<file path="src/rtl/alu_4bit.sv">
// Single-cycle registered 4-bit unsigned ALU: add, sub, mul, logic ops and division.
// Outputs update only on accepted operations; out_valid pulses for one cycle per result.
module alu_4bit (
  input  logic       clk,
  input  logic       rst,
  input  logic       in_valid,
  input  logic [3:0] A,
  input  logic [3:0] B,
  input  logic [2:0] opcode,
  output logic [3:0] result,
  output logic [3:0] remainder,
  output logic       zeroFlag,
  output logic       overflowFlag,
  output logic       out_valid
);

  typedef enum logic [2:0] {
    OP_ADD = 3'b000,
    OP_SUB = 3'b001,
    OP_MUL = 3'b010,
    OP_AND = 3'b011,
    OP_OR  = 3'b100,
    OP_XOR = 3'b101,
    OP_NOT = 3'b110,
    OP_DIV = 3'b111
  } op_e;

  logic [4:0] sum5;
  logic [4:0] diff5;
  logic [7:0] prod8;

  assign sum5  = {1'b0, A} + {1'b0, B};
  assign diff5 = {1'b0, A} - {1'b0, B};
  assign prod8 = {4'b0000, A} * {4'b0000, B};

  // Restoring divider, one stage per dividend bit (MSB first). Each stage keeps
  // the partial remainder below B, so a successful subtraction always fits 4 bits.
  logic [3:0] div_rem_s [0:4];
  logic [3:0] div_quo;

  assign div_rem_s[0] = 4'b0000;

  generate
    for (genvar gi = 0; gi < 4; gi++) begin : g_div_stage
      logic [4:0] trial;
      logic [4:0] sub;
      assign trial            = {div_rem_s[gi], A[3-gi]};
      assign sub              = trial - {1'b0, B};
      assign div_quo[3-gi]    = ~sub[4];
      assign div_rem_s[gi+1]  = sub[4] ? trial[3:0] : sub[3:0];
    end
  endgenerate

  logic [3:0] alu_res;
  logic [3:0] alu_rem;
  logic       alu_ovf;

  always_comb begin
    alu_res = 4'b0000;
    alu_rem = 4'b0000;
    alu_ovf = 1'b0;
    case (op_e'(opcode))
      OP_ADD: begin
        alu_res = sum5[3:0];
        alu_ovf = sum5[4];
      end
      OP_SUB: begin
        alu_res = diff5[3:0];
        alu_ovf = diff5[4];
      end
      OP_MUL: begin
        alu_res = prod8[3:0];
        alu_rem = prod8[7:4];
        alu_ovf = |prod8[7:4];
      end
      OP_AND: alu_res = A & B;
      OP_OR:  alu_res = A | B;
      OP_XOR: alu_res = A ^ B;
      OP_NOT: alu_res = ~A;
      OP_DIV: begin
        if (B == 4'b0000) begin
          alu_res = 4'b1111;
          alu_rem = A;
          alu_ovf = 1'b1;
        end else begin
          alu_res = div_quo;
          alu_rem = div_rem_s[4];
        end
      end
      default: ;
    endcase
  end

  logic [3:0] result_q, result_d;
  logic [3:0] remainder_q, remainder_d;
  logic       zero_q, zero_d;
  logic       ovf_q, ovf_d;
  logic       out_valid_q, out_valid_d;

  always_comb begin
    result_d    = result_q;
    remainder_d = remainder_q;
    zero_d      = zero_q;
    ovf_d       = ovf_q;
    out_valid_d = 1'b0;
    if (in_valid) begin
      result_d    = alu_res;
      remainder_d = alu_rem;
      zero_d      = (alu_res == 4'b0000);
      ovf_d       = alu_ovf;
      out_valid_d = 1'b1;
    end
  end

  always_ff @(posedge clk) begin
    if (rst) begin
      result_q    <= 4'b0000;
      remainder_q <= 4'b0000;
      zero_q      <= 1'b0;
      ovf_q       <= 1'b0;
      out_valid_q <= 1'b0;
    end else begin
      result_q    <= result_d;
      remainder_q <= remainder_d;
      zero_q      <= zero_d;
      ovf_q       <= ovf_d;
      out_valid_q <= out_valid_d;
    end
  end

  assign result       = result_q;
  assign remainder    = remainder_q;
  assign zeroFlag     = zero_q;
  assign overflowFlag = ovf_q;
  assign out_valid    = out_valid_q;

endmodule

</file>
<file path="config.mk">
export PLATFORM = sky130hd
export DESIGN_NAME = alu_4bit
export DESIGN_NICKNAME = d
export VERILOG_FILES = /design/src/rtl/alu_4bit.sv
export SDC_FILE = /design/constraint.sdc
export NUM_CORES = 1
export LEC_CHECK = 0
export CAP_MARGIN = 20
export CORE_ASPECT_RATIO = 1.5
export CORE_MARGIN = 10
export CORE_UTILIZATION = 53
export CTS_BUF_LIST = sky130_fd_sc_hd__clkbuf_4 sky130_fd_sc_hd__clkbuf_8
export CTS_CLUSTER_SIZE = 16
export DETAILED_ROUTE_END_ITERATION = 16
export GPL_ROUTABILITY_DRIVEN = 1
export PLACE_DENSITY = 0.79
export SLEW_MARGIN = 20
export SYNTH_ARGS = -nofsm -noshare
export SYNTH_HDL_FRONTEND = slang
export SYNTH_SLANG_ARGS = --single-unit
export TNS_END_PERCENT = 5
</file>
<file path="constraint.sdc">
create_clock -name clk -period 9 [get_ports clk]
set_input_delay 2.7 -clock clk [delete_from_list [all_inputs] [get_ports clk]]
set_output_delay 2.7 -clock clk [all_outputs]
set_load 0.1 [all_outputs]
</file>
==> run summary, run 1 <==
Status - finished clean
Layout Cells excl Fill - 368
Maximum fanout along the worst path - 7
Distinct cell type count after synthesis - 55
Period utilisation layout - 95.43%
Initial DRT Pass Iterations - 4
Final min period - 8589 ps
Ant diodes - 0
Critical path class - primary input to flip-flop
Mapped cell area - 0.002257 mm^2
Dpl hpwl - 5015 um
Hold Crit Class - flip-flop to flip-flop
Final ANT Viol Nets - 0
CTS Buffer Depth - 2
Max-Cap Viols - 0
Post-synth top area cell - ha_1
Final Hold Fails - 0
Dominant synthesized flop cell - dfxtp_1
Leak pwr - 0.001255 uW
Reg clk slew, reported paths - 50 ps
Port-buffer cells - 24
Via-to-Cell Ratio - 6.136
Total track usage - 17.20%
Sequential area share after synthesis - 9.756%
Skew-Pair Late Insertion Delay - 240 ps
F_max - 116.4 MHz
#FFs+latches synth - 11
Row cnt - 29
Die height - 99.93 um
DRC - 0
Path depth of the worst reg2reg path - 2
Largest net degree at the start of global routing - 23
H-tree Lvls - 1
Crit-path slowest cell - clkdlybuf4s50_1
Fin Clk Skew - 0 ps
CP Capture Type - flip-flop
Post-synth top area share - 22.17%
CP startpoint kind - primary input
Synth Warn # - 0
Initial antenna violation count - 0
Data required, critical path - 9100 ps
Worst-margin pin slew - 976.6 ps
CTS Sinks - 11
Worst rel slew slack - 34.69%
GRT overflow - 0
Clock buffer count from CTS - 3
Cells after Synth - 291
Dpl cells - 362
Syn Nets - 354
Syn Area/Cell - 7.757 um^2
Layout cells sized above 1 - 13.04%
Top post-synthesis cells by area - ha_1 (22%), dfxtp_1 (9.8%), fa_1 (8.0%), nor2_1 (5.5%), a21oi_1 (5.3%)
Die Wd - 73.29 um
First-pass GRT wire length - 10490 um
Area added between synthesis and finish - 19.62%
Final WL - 6359 um
Hold Path Depth - 2
Final setup viols - 0
Drt wl/cell - 17.28 um
NumNets Final - 386
Core Region - 0.004173 mm^2
CTS root buffer - clkbuf_8
Die area - 0.007323 mm^2
1st-iter DRT viols - 167
EDFF count, synth - 0
Ys async rst share - 0%
CP max stage delay - 480 ps
Vias in the first global route - 2265
Pwr dens - 135.8 mW/mm^2
R2R setup slack - 8030 ps
GP Congestion - 0.9507
I/O pins - 25
TritonCTS clock tree - built
Maximum vdd drop - 0.1666 mV
Vias - 2258
Setup_tns - 0 ps
Initial Util - 54.09%
Critical path arrival - 8690 ps
Slew Limit Fails - 0
-- cell usage after synthesis, drive strengths merged, types with 6 or more instances --
cell    count
nand3       8
a21oi      24
o21ai      19
nand2      20
nor2       33
fa          9
mux2i       7
inv        28
a21o        9
ha         40
dfxtp      11
clkbuf      6
xor2        7
-- registers in the layout, indices dropped and copies added, names as in the netlist --
register / cells
overflowFlag: 1
remainder: 4
zeroFlag: 1
out_valid: 1
result: 4
-- critical path, delay by kind of cell --
kind	cells	cell delay (ps)
AO/OA/AOI/OAI	14	2520
adder cells (fa/ha/maj)	5	1470
AND/OR/NAND/NOR	6	1140
XOR/XNOR	1	220
buffers and inverters	4	650
-- cell usage in the layout, fill, tap and decap left out, drive strengths merged, types with 2 or more instances in the layout --
master	n
a21oi	24
nor4	4
nor3	5
xnor2	5
o211ai	3
clkbuf	4
o211a	2
or2	4
o221a	2
xor2	7
inv	28
buf	11
o21bai	2
nor2b	5
ha	40
clkdlybuf4s50	24
dfxtp	11
nand2	20
a21o	9
o31ai	3
o22ai	4
o21a	3
nor2	33
fa	9
nand3	8
nor3b	3
mux2i	7
o21ai	19
mux2	3
a311oi	2
a211oi	5
-- cell type report --
cell class | count | area [um^2]
Multi-Input combinational cell | 244 | 1946
Fill cell | 360 | 1473
Timing Repair Buffer | 35 | 322.8
Sequential cell | 11 | 220.2
Inverter | 28 | 105.1
Tap cell | 46 | 57.56
Clock buffer | 4 | 48.80
-- final timing paths --
check                               endpoint         start
worst max-delay path               result[0]          A[3]
worst min-delay path               result[0]     result[0]
worst max register to register  remainder[3]  remainder[3]
worst min register to register     result[0]     result[0]
-- cells by family (layout without fill, tap and decap cells) --
| logic type | after synthesis | after routing | share of synthesized area, % |
|---|---|---|---|
| xor+xnor | 12 | 12 | 4.989 |
| mux | 10 | 10 | 4.601 |
| flops | 11 | 11 | 9.756 |
| other cells | 1 | 1 | 0.1661 |
| buf+inv | 36 | 67 | 6.374 |
| fa+ha+maj | 49 | 49 | 30.16 |
| simple gates | 88 | 88 | 18.90 |
| compound gates | 84 | 84 | 25.06 |
-- stage by stage --
stage	hold WS, ps	instance area, um^2	utilization (%)	setup WS, ps	total power [uW]
3_3_place_gp	453.5	2584	61.92	84.65	285.2
3_5_place_dp	464.3	2584	61.92	-193.3	290.3
2_1_floorplan	902.2	2257	-	806.7	236.5
5_1_grt	501.7	2700	64.71	-4.251	393.9
6_report	475.0	2700	64.71	410.9	366.6
4_1_cts	470.6	2633	63.09	45.54	343.6
-- where the power goes --
part / switching [uW] / internal [uW] / total (uW)
registers: 2.32 / 52.6 / 55.0
logic: 157 / 102 / 258
clock network: 19.1 / 34.2 / 53.2
-- routing by layer --
metal | share of wire [%] | global-route usage [%] | vias to the layer above | routed length [um]
met1 | 38 | 19.38 | 1077 | 2447
li1 | - | - | 1094 | -
met4 | 1.3 | 5.865 | 0 | 82
met5 | 0 | 0 | - | 0
met2 | 55 | 32.05 | 76 | 3473
met3 | 5.6 | 1.283 | 11 | 356
-- what timing repair did --
| action | 4_1_cts | 5_1_grt |
|---|---|---|
| setup endpoints to repair | 0 | 6 |
| buffers inserted | 0 | 2 |
| gates resized for setup | 0 | 12 |
| hold buffers | 0 | 0 |
Power figures use the tool's default switching activity.
==> run 2: changes to the inputs <==
- CAP_MARGIN: 20 -> default
- CORE_ASPECT_RATIO: 1.5 -> default
==> run 2 against run 1 <==
Highest routed layer unchanged; final cell count rose by 0.54%; critical endpoint unchanged; worst setup slack got worse by 51 ps; sequential power barely moved; register-to-register slack improved by 110 ps; hold slack improved by 2.8 ps; largest cell class unchanged.
==> run summary, run 2 (same netlist as run 1, synthesis figures left out) <==
DRC - 0
Skew-Pair Late Insertion Delay - 240 ps
Largest net degree at the start of global routing - 23
GR Util met3 - 3.059%
Hold Buf Count CTS - 0
Period utilisation layout - 96.00%
1st-iter DRT viols - 228
Status - finished clean
Hold Startpoint - result[0]
Dpl cells - 365
Met2 usage - 27.72%
GP Congestion - 0.9676
Place WS - -96.03 ps
F_max - 115.7 MHz
GR Util met1 - 20.62%
Path depth of the worst reg2reg path - 3
Final Hold Fails - 0
Tot Pwr - 355.1 uW
CTS root buffer - clkbuf_8
NumNets Final - 384
Fin Clk Skew - 0 ps
CP startpoint kind - primary input
Initial antenna violation count - 0
Final min period - 8640 ps
CP Capture Type - flip-flop
TritonCTS clock tree - built
Drt wl/cell - 16.23 um
Data required, critical path - 9110 ps
Initial DRT Pass Iterations - 4
Reg2reg start - remainder[1]
Initial Util - 55.63%
Setup_tns - 0 ps
Worst Hold Path EP - result[0]
Critical path arrival - 8750 ps
Worst-margin pin slew - 988.4 ps
Most frequent cells in the layout - ha_1 (40), nor2_1 (33), inv_1 (28)
Via-to-Cell Ratio - 5.841
Hold Path Depth - 2
Dpl hpwl - 4780 um
Pwr dens - 133.1 mW/mm^2
Hold Crit Class - flip-flop to flip-flop
CTS Buffer Depth - 2
Ant diodes - 0
Critical path class - primary input to flip-flop
Die height - 85.26 um
Worst setup margin - 360.1 ps
Reg clk slew, reported paths - 50 ps
CTS Sinks - 11
H-tree Lvls - 1
Layout cells sized above 1 - 11.56%
First-pass GRT wire length - 10260 um
Max-Cap Viols - 0
Die Wd - 85.26 um
Core Region - 0.004058 mm^2
Busiest grt layer - met2
Total track usage - 16.60%
Layout Cells excl Fill - 370
Leak pwr - 0.001245 uW
Final setup viols - 0
Final ANT Viol Nets - 0
Row cnt - 23
Die area - 0.007269 mm^2
Maximum vdd drop - 0.1225 mV
R2R setup slack - 8140 ps
I/O pins - 25
Vias - 2161
Port-buffer cells - 24
Worst rel slew slack - 33.90%
Finished Core Util - 65.74%
Commonest non-fill, non-tap cell in the layout - ha_1
Maximum fanout along the worst path - 5
Slew Limit Fails - 0
Reg2reg end - remainder[1]
Vias in the first global route - 2151
Fillers - 354
Final WL - 6005 um
Clock buffer count from CTS - 3
GRT overflow - 0
Area added between synthesis and finish - 18.18%
[run 2: area by class of cell]
class | instances | area (um^2) | share of cell area [%]
timing repair buffer | 33 | 307.8 | 11.54
clock buffer | 4 | 48.80 | 1.829
sequential | 11 | 220.2 | 8.255
inverter | 28 | 105.1 | 3.940
multi-input combinational | 244 | 1923 | 72.09
tap | 50 | 62.56 | 2.345
[run 2: repair_timing]
action,4_1_cts,5_1_grt
buffers inserted,0,1
gates resized for setup,0,6
setup endpoints to repair,0,6
[run 2: critical path, cell delays in order]
cell and delay (ps):
clkdlybuf4s50_1 500, inv_1 70, ha_1 210, inv_1 60, ha_1 140, or3b_4 410
nor2_1 110, a21oi_1 70, fa_1 430, nand2b_1 190, a21o_2 260, xnor2_4 270
mux2i_2 330, ha_1 320, a21o_1 180, a21oi_2 160, o21a_1 210, or2_4 180
o21ai_0 140, fa_1 430, a21o_1 190, a21oi_1 200, nand2_1 140, a21o_2 230
a211oi_2 260, a211oi_4 80, o211ai_1 180, a21oi_1 80
[run 2: routing by layer]
metal  share of wire [%]  vias to the layer above
met1                  43                      990
li1                    -                     1089
met3                 7.3                       14
met2                  47                       68
met5                   0                        -
met4                 2.6                        0
[run 2: report_power, final]
group	total, uW	switching, uW	internal (uW)	leakage (uW)
Sequential	54.8	2.13	52.7	0.0000902
Clock	53.0	18.9	34.1	0.0000262
Combinational	247	149	98.0	0.00113
Total	355	170	185	0.00124
[run 2: worst max-delay path by stage]
stage / from / to / slack, ps
floorplan: B[1] / result[0] / 810
global placement: A[3] / result[0] / 170
detailed placement: A[3] / result[0] / -100
CTS: A[3] / result[0] / 120
global route: A[3] / remainder[1] / -20
finish: A[3] / result[0] / 360
[run 2: stage by stage]
step	hold slack, ps	instance area [um^2]
4_1_cts	479.4	2630
2_1_floorplan	902.2	2257
3_5_place_dp	473.3	2581
6_report	477.7	2668
3_3_place_gp	462.8	2581
5_1_grt	503.4	2668
==> run 3: changes to the inputs <==
- PLACE_DENSITY: 0.79 -> 0.8
- SLEW_MARGIN: 20 -> default
==> run 3 against run 2 <==
Via count grew 4.4%; first-iteration DRC count grew 26%; clock-buffer cell count is the same; total power is essentially flat; critical endpoint unchanged; sequential power is essentially flat; critical path type unchanged; maximum frequency grew 0.29%; clock skew is the same; cell area grew 0.14%.
==> run summary, run 3 (same netlist as run 1, synthesis figures left out) <==
Via-to-Cell Ratio - 6.084
GRT overflow - 0
Final WL - 6199 um
Vias - 2257
Hold Buf Count CTS - 0
Final setup viols - 0
Die Wd - 85.26 um
Final ANT Viol Nets - 0
Skew-Pair Late Insertion Delay - 230 ps
Fillers - 372
Most frequent cells in the layout - ha_1 (40), nor2_1 (33), inv_1 (28)
Logic pwr share - 69.7%
Ant diodes - 0
CTS root buffer - clkbuf_8
Maximum fanout along the worst path - 7
First-pass GRT wire length - 10320 um
Max-Cap Viols - 0
Critical path arrival - 8720 ps
F_max - 116.1 MHz
Initial DRT Pass Iterations - 4
Multi-input logic area - 0.001919 mm^2
Slew Limit Fails - 0
Finished Core Util - 65.83%
Die area - 0.007269 mm^2
Commonest non-fill, non-tap cell in the layout - ha_1
Final Hold Fails - 0
CP startpoint kind - primary input
Crit-path slowest cell - clkdlybuf4s50_1
DRC - 0
Clock buffer count from CTS - 3
Leak pwr - 0.001248 uW
TritonCTS clock tree - built
Period utilisation layout - 95.72%
GP Congestion - 0.9355
Fin Clk Skew - 0 ps
Unrepaired setup endpoints after global routing - false
Initial Util - 55.63%
Vias in the first global route - 2225
Status - finished clean
Port-buffer cells - 24
Maximum vdd drop - 0.09982 mV
Clock network power share - 14.8%
Hold Crit Class - flip-flop to flip-flop
Tot Pwr - 355.3 uW
Seq pwr share - 15.5%
Largest net degree at the start of global routing - 23
NumNets Final - 385
1st-iter DRT viols - 287
Sw Share - 48.42%
Worst-margin pin slew - 978.7 ps
Dpl hpwl - 4904 um
I/O pins - 25
CTS Sinks - 11
CP Capture Type - flip-flop
Total track usage - 16.50%
Initial antenna violation count - 0
Core Region - 0.004058 mm^2
Internal power - 183.3 uW
Final instance area - 0.002671 mm^2
H-tree Lvls - 1
Reg clk slew, reported paths - 50 ps
Worst rel slew slack - 34.55%
Layout cells sized above 1 - 11.53%
Pwr dens - 133.0 mW/mm^2
Final min period - 8615 ps
Delay-heaviest family, CP - compound AO/OA/AOI/OAI gates
Critical path class - primary input to flip-flop
Die height - 85.26 um
Switch Pwr - 172.0 uW
CTS Buffer Depth - 2
Area post-placement - 0.002589 mm^2
Area added between synthesis and finish - 18.35%
Sum of buffers and inverters on the critical path - 3
CP max stage delay - 500 ps
Row cnt - 23
Data required, critical path - 9100 ps
Storage element area - 220.2 um^2
Drt wl/cell - 16.71 um
[run 3: cell count changes in the layout (fill, tap and decap cells not counted)]
cell,before,now
a21oi_1,22,23
a21oi_2,2,1
buf_4,9,10
o21ai_0,17,16
o21ai_1,2,3
[run 3: power groups by stage]
stage               registers, uW  clock network (uW)  logic [uW]
global placement             55.7                   0         229
CTS                          54.9                52.9         238
global route                 55.4                55.9         270
finish                       54.9                52.7         248
detailed placement           55.8                   0         235
floorplan                    82.9                   0         154
[run 3: cell type report]
type | instances | area share (%)
clock buffers | 4 | 1.827
inverters | 28 | 3.934
multi-input cells | 244 | 71.85
flip-flops and latches | 11 | 8.244
well taps | 50 | 2.342
repair buffers | 34 | 11.80
[run 3: per-layer routing]
| layer | up-vias | GRT usage, % | share of wire, % |
|---|---|---|---|
| li1 | 1098 | - | - |
| met2 | 96 | 27.79 | 48 |
| met5 | - | 0 | 0 |
| met1 | 1048 | 20.67 | 43 |
| met4 | 0 | 5.389 | 1.9 |
| met3 | 15 | 2.677 | 7.5 |
[run 3: timing repair]
item,4_1_cts,5_1_grt
buffers inserted,0,1
gates resized for setup,1,5
endpoints found under the hold margin,0,0
endpoints found under the setup margin,1,6
pin swaps,0,1
[run 3: final timing paths]
kind / startpoint / end / slack [ps] / cells after the start
max: A[3] / result[0] / 390 / 28
min: result[0] / result[0] / 470 / 2
min reg2reg: result[0] / result[0] / 470 / 2
max reg2reg: remainder[3] / remainder[3] / 8090 / 2
[run 3: stage by stage]
stage               cells  TNS, ps  hold slack (ps)  worst slack (ps)
detailed placement    366   -885.2            464.6            -235.2
global route          371        0            505.7             14.56
global placement      366        0            462.8             65.19
CTS                   370        0            472.9             159.3
finish                371        0            470.9             385.3
floorplan             291        0            902.2             806.7
[run 3: worst reg2reg max path: cells and delay by family (launching register included)]
family	cells	cell delay [ps]
compound gates	2	450
flops	1	380
